`config.mk`:
```
export PLATFORM = sky130hd
export DESIGN_NAME = fib_job_ctrl_flat
export DESIGN_NICKNAME = d
export VERILOG_FILES = /design/src/rtl/fib_job_ctrl_if.sv /design/src/rtl/fib_job_ctrl.sv /design/src/flat_wrapper.sv
export SDC_FILE = /design/constraint.sdc
export NUM_CORES = 1
export LEC_CHECK = 0
export ABC_CLOCK_PERIOD_IN_PS = 2300
export BUFFER_PORTS_ARGS = -buffer_cell sky130_fd_sc_hd__buf_2
export CAP_MARGIN = 20
export CELL_PAD_IN_SITES_DETAIL_PLACEMENT = 2
export CELL_PAD_IN_SITES_GLOBAL_PLACEMENT = 2
export CORE_AREA = 8 8 96 98
export CTS_CLUSTER_SIZE = 25
export DETAILED_ROUTE_END_ITERATION = 8
export DIE_AREA = 0 0 104 106
export PLACE_DENSITY_LB_ADDON = 0.25
export SYNTH_ARGS = -nofsm -noshare
export SYNTH_HDL_FRONTEND = slang
export SYNTH_SLANG_ARGS = --single-unit
```
`constraint.sdc`:
```
create_clock -name clk -period 2.3 [get_ports clk]
set_clock_uncertainty 0.15 [all_clocks]
set_input_delay 0.575 -clock clk [delete_from_list [all_inputs] [get_ports clk]]
set_output_delay 0.575 -clock clk [all_outputs]
set_load 0.01 [all_outputs]
```
`src/rtl/fib_job_ctrl_if.sv`:
```
// Job-stream and fib-core handshake bundle for fib_job_ctrl.
// out_timeout exists only when FIB_TIMEOUT_EN is defined.
interface fib_job_ctrl_if #(
    parameter int INPUT_WIDTH  = 6,
    parameter int OUTPUT_WIDTH = 16
);
    logic                    in_valid;
    logic                    in_ready;
    logic [INPUT_WIDTH-1:0]  in_n;
    logic                    out_valid;
    logic                    out_ready;
    logic [INPUT_WIDTH-1:0]  out_n;
    logic [OUTPUT_WIDTH-1:0] out_result;
    logic                    out_overflow;
`ifdef FIB_TIMEOUT_EN
    logic                    out_timeout;
`endif
    logic                    fib_go;
    logic [INPUT_WIDTH-1:0]  fib_n;
    logic                    fib_done;
    logic [OUTPUT_WIDTH-1:0] fib_result;
    logic                    fib_overflow;

    modport slave (
        input  in_valid, in_n, out_ready, fib_done, fib_result, fib_overflow,
        output in_ready, out_valid, out_n, out_result, out_overflow, fib_go, fib_n
`ifdef FIB_TIMEOUT_EN
        , output out_timeout
`endif
    );

    modport master (
        output in_valid, in_n, out_ready, fib_done, fib_result, fib_overflow,
        input  in_ready, out_valid, out_n, out_result, out_overflow, fib_go, fib_n
`ifdef FIB_TIMEOUT_EN
        , input out_timeout
`endif
    );
endinterface

```
`src/rtl/fib_job_ctrl.sv`:
```
// Job controller in front of the fib core: input FIFO, one-job-at-a-time launch,
// tagged result register. Optional watchdog enabled by FIB_TIMEOUT_EN.
module fib_job_ctrl #(
    parameter int INPUT_WIDTH  = 6,
    parameter int OUTPUT_WIDTH = 16,
    parameter int DEPTH        = 4,
    parameter int TIMEOUT      = 1024
) (
    input logic           clk,
    input logic           rst_n,
    fib_job_ctrl_if.slave bus
);
    localparam int AW = $clog2(DEPTH);

    if (DEPTH < 2 || (DEPTH & (DEPTH - 1)) != 0 || TIMEOUT < 2) begin : g_param_check
        $error("fib_job_ctrl: DEPTH must be a power of two >= 2, TIMEOUT >= 2");
    end

    typedef enum logic [1:0] {IDLE, GO, ARM, BUSY} state_t;

    state_t                 state, state_nxt;
    logic [INPUT_WIDTH-1:0] mem [DEPTH];
    logic [AW:0]            wr_ptr, rd_ptr, wr_nxt, rd_nxt;
    logic                   push, pop, empty, full_nxt, complete;

    assign push     = bus.in_valid && bus.in_ready;
    assign empty    = (wr_ptr == rd_ptr);
    assign wr_nxt   = wr_ptr + {{AW{1'b0}}, push};
    assign rd_nxt   = rd_ptr + {{AW{1'b0}}, pop};
    assign full_nxt = (wr_nxt[AW] != rd_nxt[AW]) && (wr_nxt[AW-1:0] == rd_nxt[AW-1:0]);

    always_ff @(posedge clk) begin
        if (push) mem[wr_ptr[AW-1:0]] <= bus.in_n;
    end

    // in_ready is the registered complement of the post-update full flag
    always_ff @(posedge clk or negedge rst_n) begin
        if (!rst_n) begin
            wr_ptr       <= '0;
            rd_ptr       <= '0;
            bus.in_ready <= 1'b0;
        end else begin
            wr_ptr       <= wr_nxt;
            rd_ptr       <= rd_nxt;
            bus.in_ready <= !full_nxt;
        end
    end

`ifdef FIB_TIMEOUT_EN
    localparam int CW = $clog2(TIMEOUT + 1);
    localparam logic [CW-1:0] TMO_LAST = CW'(TIMEOUT - 1);

    logic [CW-1:0] tmo_cnt;
    logic          tmo_hit, timed_out;

    // the TIMEOUT-th cycle spent in ARM/BUSY ends the job
    assign tmo_hit = (state == ARM || state == BUSY) && (tmo_cnt == TMO_LAST);

    always_ff @(posedge clk or negedge rst_n) begin
        if (!rst_n)                            tmo_cnt <= '0;
        else if (pop)                          tmo_cnt <= '0;
        else if (state == ARM || state == BUSY) tmo_cnt <= tmo_cnt + CW'(1);
    end
`endif

    always_ff @(posedge clk or negedge rst_n) begin
        if (!rst_n) state <= IDLE;
        else        state <= state_nxt;
    end

    always_comb begin
        state_nxt = state;
        pop       = 1'b0;
        complete  = 1'b0;
`ifdef FIB_TIMEOUT_EN
        timed_out = 1'b0;
`endif
        case (state)
            IDLE: if (!empty && !bus.out_valid) begin
                pop       = 1'b1;
                state_nxt = GO;
            end
            GO:   state_nxt = ARM;
            // done may still be high from the previous job; wait for it to drop
            ARM:  if (!bus.fib_done) state_nxt = BUSY;
            BUSY: if (bus.fib_done) begin
                complete  = 1'b1;
                state_nxt = IDLE;
            end
            default: state_nxt = IDLE;
        endcase
`ifdef FIB_TIMEOUT_EN
        if (tmo_hit && !complete) begin
            complete  = 1'b1;
            timed_out = 1'b1;
            state_nxt = IDLE;
        end
`endif
    end

    assign bus.fib_go = (state == GO);

    always_ff @(posedge clk or negedge rst_n) begin
        if (!rst_n) bus.fib_n <= '0;
        else if (pop) bus.fib_n <= mem[rd_ptr[AW-1:0]];
    end

    always_ff @(posedge clk or negedge rst_n) begin
        if (!rst_n) begin
            bus.out_valid    <= 1'b0;
            bus.out_n        <= '0;
            bus.out_result   <= '0;
            bus.out_overflow <= 1'b0;
`ifdef FIB_TIMEOUT_EN
            bus.out_timeout  <= 1'b0;
`endif
        end else if (complete) begin
            bus.out_valid    <= 1'b1;
            bus.out_n        <= bus.fib_n;
`ifdef FIB_TIMEOUT_EN
            bus.out_result   <= timed_out ? '0 : bus.fib_result;
            bus.out_overflow <= timed_out ? 1'b0 : bus.fib_overflow;
            bus.out_timeout  <= timed_out;
`else
            bus.out_result   <= bus.fib_result;
            bus.out_overflow <= bus.fib_overflow;
`endif
        end else if (bus.out_valid && bus.out_ready) begin
            bus.out_valid    <= 1'b0;
        end
    end
endmodule

```
`src/flat_wrapper.sv`:
```
// flat-port wrapper written by rule: the top's interface ports become plain ports
module fib_job_ctrl_flat 
#(
    parameter int INPUT_WIDTH  = 6,
    parameter int OUTPUT_WIDTH = 16,
    parameter int DEPTH        = 4,
    parameter int TIMEOUT      = 1024
)
  (clk, rst_n, bus_in_valid, bus_in_n, bus_out_ready, bus_fib_done, bus_fib_result, bus_fib_overflow, bus_in_ready, bus_out_valid, bus_out_n, bus_out_result, bus_out_overflow, bus_fib_go, bus_fib_n);
  fib_job_ctrl_if #(.INPUT_WIDTH(INPUT_WIDTH), .OUTPUT_WIDTH(OUTPUT_WIDTH)) bus_i ();
  input logic clk;
  input logic rst_n;
  input wire logic [$bits(bus_i.in_valid)-1:0] bus_in_valid;
  input wire logic [$bits(bus_i.in_n)-1:0] bus_in_n;
  input wire logic [$bits(bus_i.out_ready)-1:0] bus_out_ready;
  input wire logic [$bits(bus_i.fib_done)-1:0] bus_fib_done;
  input wire logic [$bits(bus_i.fib_result)-1:0] bus_fib_result;
  input wire logic [$bits(bus_i.fib_overflow)-1:0] bus_fib_overflow;
  output wire logic [$bits(bus_i.in_ready)-1:0] bus_in_ready;
  output wire logic [$bits(bus_i.out_valid)-1:0] bus_out_valid;
  output wire logic [$bits(bus_i.out_n)-1:0] bus_out_n;
  output wire logic [$bits(bus_i.out_result)-1:0] bus_out_result;
  output wire logic [$bits(bus_i.out_overflow)-1:0] bus_out_overflow;
  output wire logic [$bits(bus_i.fib_go)-1:0] bus_fib_go;
  output wire logic [$bits(bus_i.fib_n)-1:0] bus_fib_n;
  assign bus_i.in_valid = bus_in_valid;
  assign bus_i.in_n = bus_in_n;
  assign bus_i.out_ready = bus_out_ready;
  assign bus_i.fib_done = bus_fib_done;
  assign bus_i.fib_result = bus_fib_result;
  assign bus_i.fib_overflow = bus_fib_overflow;
  assign bus_in_ready = bus_i.in_ready;
  assign bus_out_valid = bus_i.out_valid;
  assign bus_out_n = bus_i.out_n;
  assign bus_out_result = bus_i.out_result;
  assign bus_out_overflow = bus_i.out_overflow;
  assign bus_fib_go = bus_i.fib_go;
  assign bus_fib_n = bus_i.fib_n;
  fib_job_ctrl #(.INPUT_WIDTH(INPUT_WIDTH), .OUTPUT_WIDTH(OUTPUT_WIDTH), .DEPTH(DEPTH), .TIMEOUT(TIMEOUT)) u_core (.clk(clk), .rst_n(rst_n), .bus(bus_i));
endmodule
```
## Word-level counts from Yosys, hierarchy flattened

Memories as Yosys holds them, arrays and structs flattened. A register that Yosys moved wholly into a read port is not among the register bits.
Cells that the tools add are included.

- Register bits: 33
- Memory bits (writable): 24
- Bits of input ports: 28
- Word-level logic and storage cells: 43
- Memories: 1

Memory list:

| memory | words | width | rd ports | clocked after memory_dff | wr ports | line | RTL |
|---|---|---|---|---|---|---|---|
| u_core.mem | 4 | 6 | 1 | 1 | 1 | fib_job_ctrl.sv:22 | `logic [INPUT_WIDTH-1:0] mem [DEPTH];` |

- Add/subtract/negate cells: 2
- Equality and inequality tests: 9
- Muxes and demuxes: 12
- Reductions and logical operators: 11

Operators with widths:

| cell | count |
|---|---|
| $mux 1 | 8 |
| $pmux 2 s4 | 1 |
| $add 3x1->3 | 2 |
| $mux 2 | 3 |
| $eq 2x2->1 const B | 2 |
| $logic_and 1x1->1 | 4 |
| $logic_not 1->1 | 4 |
| $ne 2x2->1 const B | 2 |
| $eq 3x3->1 | 1 |
| $reduce_and 3->1 | 1 |
| $eq 2x1->1 const B | 1 |
| $eq 2x2->1 | 1 |
| $logic_not 2->1 | 1 |
| $ne 2x1->1 const B | 1 |
| $reduce_bool 2->1 | 1 |
| $ne 1x1->1 | 1 |

## Logic depth before layout (Yosys ltp)

Gate-level depths: netlist of the first run.

- Word-level depth: 9
- Gate-level depth with buffers: 9

## Worst setup path before layout of the first run

Ideal clock, no wire load.

- Kind: register to register
- Start: register u_core.rd_ptr[1]
- End: register u_core.bus.in_ready
- Library setup time: 0.131 ns
- Data arrival time: 2.007 ns
- Required time: 2.019 ns
- Path slack: 0.011 ns
- Cell stages (with the launch flop): 10
- Path buffers: 1
- Cells stage by stage: dfrtp_1 -> buf_4 -> xor2_1 -> nor3_2 -> nor3b_4 -> ha_1 -> ha_1 -> xor2_1 -> xnor2_1 -> or3_1

- Word-level cells in the longest chain between the ends: 9
- Elaborated cells between the ends (all ways): 10
- Classes of those cells: 1 x add/sub; 3 x eq/ne; 2 x mux; 4 x reduce/logical

Ends and longest elaborated chain:

| what | line | RTL |
|---|---|---|
| start, declared | fib_job_ctrl.sv:23 | `logic [AW:0] wr_ptr, rd_ptr, wr_nxt, rd_nxt;` |
| start signal, assigned | fib_job_ctrl.sv:44 | `rd_ptr <= rd_nxt;` |
| $eq 3x3->1 | fib_job_ctrl.sv:27 | `assign empty = (wr_ptr == rd_ptr);` |
| $logic_not 1->1 | fib_job_ctrl.sv:79 | `IDLE: if (!empty && !bus.out_valid) begin` |
| $logic_and 1x1->1 | fib_job_ctrl.sv:79 |  |
| $mux 1 | fib_job_ctrl.sv:79 |  |
| $mux 1 | fib_job_ctrl.sv:78 | `case (state)` |
| via u_core.pop | fib_job_ctrl.sv:24 | `logic push, pop, empty, full_nxt, complete;` |
| $add 3x1->3 | fib_job_ctrl.sv:29 | `assign rd_nxt = rd_ptr + {{AW{1'b0}}, pop};` |
| via u_core.rd_nxt[2] | fib_job_ctrl.sv:23 |  |
| $ne 1x1->1 | fib_job_ctrl.sv:30 | `assign full_nxt = (wr_nxt[AW] != rd_nxt[AW]) && (wr_nxt[AW-1:0] == rd_nxt[AW-1:0]);` |
| $logic_and 1x1->1 | fib_job_ctrl.sv:30 |  |
| $logic_not 1->1 | fib_job_ctrl.sv:45 | `bus.in_ready <= !full_nxt;` |
| end signal, assigned | fib_job_ctrl.sv:45 |  |
| end, declared | fib_job_ctrl_if.sv:26 | `output in_ready, out_valid, out_n, out_result, out_overflow, fib_go, fib_n` |

The timed path passes the listed nets, and every way through them passes these cells.
A chain may end at the register's enable or synchronous reset.

## Worst setup path in the final report of the first run

- Start: register u_core.rd_ptr[2]
- End: register u_core.bus.in_ready

Same word-level chain as after synthesis.

==> results.sh, run 1 <==
export IMPL_rsz0062_at_grt="yes"
export IMPL_first_global_vias=1674
export IMPL_synthesis_yosys_warnings=0
export IMPL_fp_dieArea_um2=11000
export IMPL_floorplan_core_area_um2=7850
export IMPL_antennaDiodeCount=0
export IMPL_detailroute_via_count=1499
export IMPL_finalHoldViolations=0
export IMPL_detailedRoute_firstPassIterationCount=4
export IMPL_fmax_mhz=456
export IMPL_overflow=0
export IMPL_number_of_flip_flops_and_latches_in_the_synthesized_netlist=63
export IMPL_antenna_found_initial=0
export IMPL_h_tree_levels=3
export IMPL_number_of_max_slew_violations_in_the_final_report=0
export IMPL_power_per_cell_area_nw_per_um2=1420
export IMPL_tritoncts="yes"
export IMPL_layout_drive_gt1_share_pct=57.5
export IMPL_synth_cell_types=24
export IMPL_worstPathArrival_ns=2.25
export IMPL_chain_of_cells_forming_the_critical_path="xor2_1, nor3_2, nor3b_4, ha_2, ha_4, xor2_2, xnor2_1, or3_1"
export IMPL_clk_pin_slew_worst_paths_ns=0.06
export IMPL_ios=60
export IMPL_worstHoldPathType="in2async"
export IMPL_post_synth_inst_count=139
export IMPL_post_detailed_route_drc_marker_count=0
export IMPL_die_x_um=104
export IMPL_cts_hold_fix_buffers=0
export IMPL_cp_required_ns=2.36
export IMPL_port_buffers=59
export IMPL_crit_slowest_cell="sky130_fd_sc_hd__dfrtp_1"
export IMPL_max_cap_viol=0
export IMPL_routed_wire_length_per_instance_um=16.8
export IMPL_layout_area_overhead_vs_synth_pct=29.7
export IMPL_max_slew_margin_rel_pct=61.4
export IMPL_cp_top_family="simple AND/OR/NAND/NOR gates"
export IMPL_dr_first_iter_drc_count=19
export IMPL_setup_tns_final_ns=0
export IMPL_vdd_ir_drop_worst_mv=0.338
export IMPL_clkLatencyLatePin_ns=0.33
export IMPL_critical_path_class="reg2reg"
export IMPL_cp_buffers_inverters=0
export IMPL_detail_route_vias_per_cell=4.50
export IMPL_postSynthNetCount=176
export IMPL_r2r_worst_path_cells=8
export IMPL_crit_reg2reg_capture="u_core.bus.in_ready$_DFF_PN0_"
export IMPL_hold_slack_ns=0.0851
export IMPL_critical_path_max_stage_delay_ns=0.40
export IMPL_layout_min_cycle_time_ns=2.19
export IMPL_worstMarginPinSlew_ns=0.579
export IMPL_grt_max_degree=28
export IMPL_initial_utilization_pct=32.3
export IMPL_p_leak_uw=0.00145
export IMPL_final_net_count=261
export IMPL_detail_route_antenna_nets=0
export IMPL_cts_path_max_buffers=2
export IMPL_postRouteWirelength_um=5590
export IMPL_cts_num_sinks=63
export IMPL_gp_congestion=0.807
export IMPL_worst_path_max_fanout=2
export IMPL_worst_r2r_setup_slack_ns=0.11
export IMPL_floorplan_die_height_um=106
export IMPL_fin_crit_sh_pct=95.4
export IMPL_hpwl_um=4280
export IMPL_synth_cell_area_um2=2530
export IMPL_r2r_start="u_core.rd_ptr[2]$_DFF_PN0_"
export IMPL_run_status="finished clean"
export IMPL_synth_sequential_area_ratio_pct=67.0
export IMPL_timing_critical_path_to_type="flop"
export IMPL_grt_pass1_wl_um=9080
export IMPL_finalSetupViolCount=0
export IMPL_critical_path_startpoint_type="flop"
export IMPL_report_power_total_uw=4660
export IMPL_ctsRootBufferMaster="sky130_fd_sc_hd__clkbuf_8"
export IMPL_placement_rows=33
export IMPL_grt_use_total_pct=10.8
export IMPL_cts_buffers=9
export IMPL_syn_mean_instance_area_um2=18.2
[worst max-delay path by stage]
stage          cells past startpoint  slack (ns)                   startpoint                             to
2_1_floorplan                      9        0.01   u_core.rd_ptr[1]$_DFF_PN0_  u_core.bus.in_ready$_DFF_PN0_
3_3_place_gp                       8         0.1   u_core.rd_ptr[2]$_DFF_PN0_  u_core.bus.in_ready$_DFF_PN0_
3_5_place_dp                       8       -0.03  u_core.state[0]$_DFFE_PN0P_  u_core.bus.in_ready$_DFF_PN0_
4_1_cts                            8        0.01  u_core.state[0]$_DFFE_PN0P_  u_core.bus.in_ready$_DFF_PN0_
5_1_grt                            8     -0.0004   u_core.rd_ptr[2]$_DFF_PN0_  u_core.bus.in_ready$_DFF_PN0_
6_report                           8        0.11   u_core.rd_ptr[2]$_DFF_PN0_  u_core.bus.in_ready$_DFF_PN0_
[flip-flops by register name (all words and copies together) (netlist names), 2 cells and up]
register / count
u_core.bus.out_n: 6
u_core.mem: 24
u_core.bus.fib_n: 6
u_core.wr_ptr: 3
u_core.rd_ptr: 3
u_core.state: 2
u_core.bus.out_result: 16
[cells by family after synthesis]
logic type / count (synthesis) / synth area share (%)
AND/OR/NAND/NOR: 11 / 3.11
AO/OA/AOI/OAI: 3 / 0.939
XOR/XNOR: 8 / 2.77
flip-flops: 63 / 67.0
multiplexers: 37 / 20.0
buffers and inverters: 8 / 1.73
adder cells (fa/ha/maj): 9 / 4.45
[stage by stage]
stage | util [%] | cells | cell area (µm²) | setup WS (ns)
floorplan | - | 139 | 2530 | 0.0113
global placement | 38.4 | 310 | 3010 | 0.0966
detailed placement | 38.4 | 310 | 3010 | -0.0276
CTS | 41.4 | 331 | 3250 | 0.0120
global route | 41.9 | 333 | 3280 | -0.000399
finish | 41.9 | 333 | 3280 | 0.106
[layer usage]
layer  share of wire, %  global-route usage (%)  vias to the layer above
li1                   -                       -                      683
met1                 43                    12.0                      747
met2                 47                    17.0                       60
met3                7.5                    4.36                        9
met4                2.3                    6.51                        0
met5                  0                       0                        -
[synth_stat cells (all sizes together)]
master	instances	area share [%]
nand2	2	0.30
nor2	1	0.15
mux2i	1	0.40
buf	4	1.1
xor2	7	2.4
and3	1	0.25
nor3	2	0.59
xnor2	1	0.35
mux2	30	13
edfxtp	24	28
dfrtp	39	39
nor3b	3	1.3
a21o	1	0.35
o21ai	1	0.20
mux4	6	6.2
nor2b	1	0.25
or3	1	0.25
inv	4	0.59
ha	9	4.4
a221o	1	0.40
[power by group]
group          internal (µW)  switching [µW]  total (µW)
Combinational           1050             883        1930
Clock                    491             394         885
Sequential              1620             233        1850
Total                   3150            1510        4660
[cell type report]
type                       count  area (µm²)
inverter                       4        15.0
tap                          105         131
clock buffer                  11         131
clock inverter                 4        47.5
fill                         799        4560
sequential                    63        1700
timing repair buffer          78         438
multi-input combinational     68         823
[repair_timing]
| action | 4_1_cts | 5_1_grt |
|---|---|---|
| pin swaps | 1 | 6 |
| buffers inserted | 6 | 2 |
| setup endpoints to repair | 1 | 1 |
| gates resized for setup | 3 | 5 |
[placed cells by master (no fill, tap or decap), types with 2 or more instances in the layout]
cell,instances
sky130_fd_sc_hd__clkbuf_1,2
sky130_fd_sc_hd__clkbuf_8,9
sky130_fd_sc_hd__ha_1,6
sky130_fd_sc_hd__edfxtp_1,24
sky130_fd_sc_hd__mux2_2,30
sky130_fd_sc_hd__buf_2,59
sky130_fd_sc_hd__xor2_2,2
sky130_fd_sc_hd__dfrtp_1,39
sky130_fd_sc_hd__nand2_1,2
sky130_fd_sc_hd__xor2_1,5
sky130_fd_sc_hd__ha_2,2
sky130_fd_sc_hd__clkinv_2,2
sky130_fd_sc_hd__buf_4,19
sky130_fd_sc_hd__nor3b_1,2
sky130_fd_sc_hd__inv_1,2
sky130_fd_sc_hd__inv_2,2
sky130_fd_sc_hd__mux4_1,6
Power figures use the tool's default switching activity.
==> run 2: changes to the inputs <==
RECOVER_POWER = 100   (was not set)
SKIP_LAST_GASP = 1   (was not set)
==> results.sh, run 2 (synthesized netlist as in run 1, its figures left out) <==
export IMPL_run_status="finished clean"
export IMPL_detail_route_vias_per_cell=4.50
export IMPL_most_frequent_cells_in_the_layout="sky130_fd_sc_hd__buf_2 (52), sky130_fd_sc_hd__dfrtp_1 (39), sky130_fd_sc_hd__mux2_2 (30), sky130_fd_sc_hd__edfxtp_1 (24), sky130_fd_sc_hd__clkbuf_1 (15)"
export IMPL_setup_tns_final_ns=0
export IMPL_hpwl_um=4280
export IMPL_worst_path_max_fanout=2
export IMPL_routed_wire_length_per_instance_um=16.8
export IMPL_fp_dieArea_um2=11000
export IMPL_cts_num_sinks=63
export IMPL_die_x_um=104
export IMPL_critical_path_startpoint_type="flop"
export IMPL_floorplan_die_height_um=106
export IMPL_detailroute_via_count=1499
export IMPL_grt_use_total_pct=10.8
export IMPL_max_cap_viol=0
export IMPL_cts_buffers=9
export IMPL_top_signal_layer_used="met4"
export IMPL_finalHoldViolations=0
export IMPL_fin_crit_sh_pct=95.4
export IMPL_power_per_cell_area_nw_per_um2=1430
export IMPL_antenna_found_initial=0
export IMPL_clkLatencyLatePin_ns=0.33
export IMPL_detail_route_antenna_nets=0
export IMPL_hold_slack_ns=0.283
export IMPL_floorplan_core_area_um2=7850
export IMPL_p_leak_uw=0.00141
export IMPL_max_slew_margin_rel_pct=9.02
export IMPL_h_tree_levels=3
export IMPL_finalSetupViolCount=0
export IMPL_dpl_instance_area_um2=3010
export IMPL_postRouteWirelength_um=5600
export IMPL_post_detailed_route_drc_marker_count=0
export IMPL_tritoncts="yes"
export IMPL_layout_drive_gt1_share_pct=51.8
export IMPL_finalWorstSetupSlack_ns=0.105
export IMPL_vdd_ir_drop_worst_mv=0.333
export IMPL_routed_wl_met2_um=2650
export IMPL_worstPathArrival_ns=2.25
export IMPL_cts_path_max_buffers=2
export IMPL_timing_critical_path_to_type="flop"
export IMPL_grt_max_degree=28
export IMPL_grt_pass1_wl_um=9080
export IMPL_overflow=0
export IMPL_first_global_vias=1674
export IMPL_layout_min_cycle_time_ns=2.20
export IMPL_fin_area_um2=3250
export IMPL_layout_area_overhead_vs_synth_pct=28.4
export IMPL_gp_congestion=0.807
export IMPL_cp_required_ns=2.36
export IMPL_metal_1_wl_um=2400
export IMPL_dr_first_iter_drc_count=21
export IMPL_detailedRoute_firstPassIterationCount=4
export IMPL_number_of_max_slew_violations_in_the_final_report=0
export IMPL_worstHoldPathType="in2reg"
export IMPL_preCtsSetupSlack_ns=-0.0276
export IMPL_worstMarginPinSlew_ns=1.36
export IMPL_antennaDiodeCount=0
export IMPL_max_reg_flops=24
export IMPL_placement_rows=33
export IMPL_final_net_count=261
export IMPL_mostFrequentLayoutCell="sky130_fd_sc_hd__buf_2"
export IMPL_routed_wl_met3_um=424
export IMPL_ios=60
export IMPL_critical_path_class="reg2reg"
export IMPL_fmax_mhz=456
export IMPL_port_buffers=59
export IMPL_initial_utilization_pct=32.3
export IMPL_ctsRootBufferMaster="sky130_fd_sc_hd__clkbuf_8"
export IMPL_clk_pin_slew_worst_paths_ns=0.06
export IMPL_rsz0062_at_grt="yes"
export IMPL_report_power_total_uw=4640
## run 2: cell count changes in the layout (fill, tap and decap cells not counted)
cell,delta
sky130_fd_sc_hd__clkbuf_1,+13
sky130_fd_sc_hd__buf_2,-7
sky130_fd_sc_hd__buf_4,-7
sky130_fd_sc_hd__clkbuf_2,+1
## run 2: stage by stage
stage	cells	utilization [%]
6_report	333	41.4
5_1_grt	333	41.4
4_1_cts	331	41.4
3_5_place_dp	310	38.4
3_3_place_gp	310	38.4
2_1_floorplan	139	-
## run 2: final cells by class
type / count / area [µm²]
Clock buffer: 11 / 131
Clock inverter: 4 / 47.5
Fill cell: 805 / 4600
Inverter: 4 / 15.0
Multi-Input combinational cell: 68 / 823
Sequential cell: 63 / 1700
Tap cell: 105 / 131
Timing Repair Buffer: 78 / 404
## run 2: worst max-delay path, cell delays in order (launching register included)
cell	delay (ns)
sky130_fd_sc_hd__dfrtp_1	0.40
sky130_fd_sc_hd__xor2_1	0.15
sky130_fd_sc_hd__nor3_2	0.28
sky130_fd_sc_hd__nor3b_4	0.09
sky130_fd_sc_hd__ha_2	0.19
sky130_fd_sc_hd__ha_4	0.16
sky130_fd_sc_hd__xor2_2	0.18
sky130_fd_sc_hd__xnor2_1	0.12
sky130_fd_sc_hd__or3_1	0.35
## run 2: where the power goes
part	leakage [µW]	switching, µW	internal [µW]
registers	0.000680	233	1620
clock network	0.0000892	393	491
logic	0.000642	881	1020
## run 2: path summary, 6_finish.rpt
kind	endpoint	start	slack, ns	depth (start not counted)
max in group asynchronous	u_core.state[0]$_DFFE_PN0P_	rst_n	0.65	2
setup / recovery	u_core.bus.in_ready$_DFF_PN0_	u_core.rd_ptr[2]$_DFF_PN0_	0.10	8
hold / removal	u_core.bus.out_valid$_DFFE_PN0P_	bus_out_ready	0.28	2
setup reg to reg	u_core.bus.in_ready$_DFF_PN0_	u_core.rd_ptr[2]$_DFF_PN0_	0.10	8
hold reg to reg	u_core.bus.out_n[5]$_DFFE_PN0P_	u_core.bus.out_n[5]$_DFFE_PN0P_	0.35	1
min in group asynchronous	u_core.bus.out_result[13]$_DFFE_PN0P_	rst_n	0.39	1
## run 2: repair_timing
action / in CTS / in global routing
pin swaps: 1 / 6
setup buffers: 6 / 2
hold buffers: 0 / 0
gates resized for setup: 3 / 5
endpoints found under the setup margin: 1 / 1
## run 2: routing by layer
metal / up-vias / GRT usage [%]
met4: 0 / 6.51
li1: 685 / -
met2: 59 / 17.0
met1: 745 / 12.0
met3: 10 / 4.36
met5: - / 0
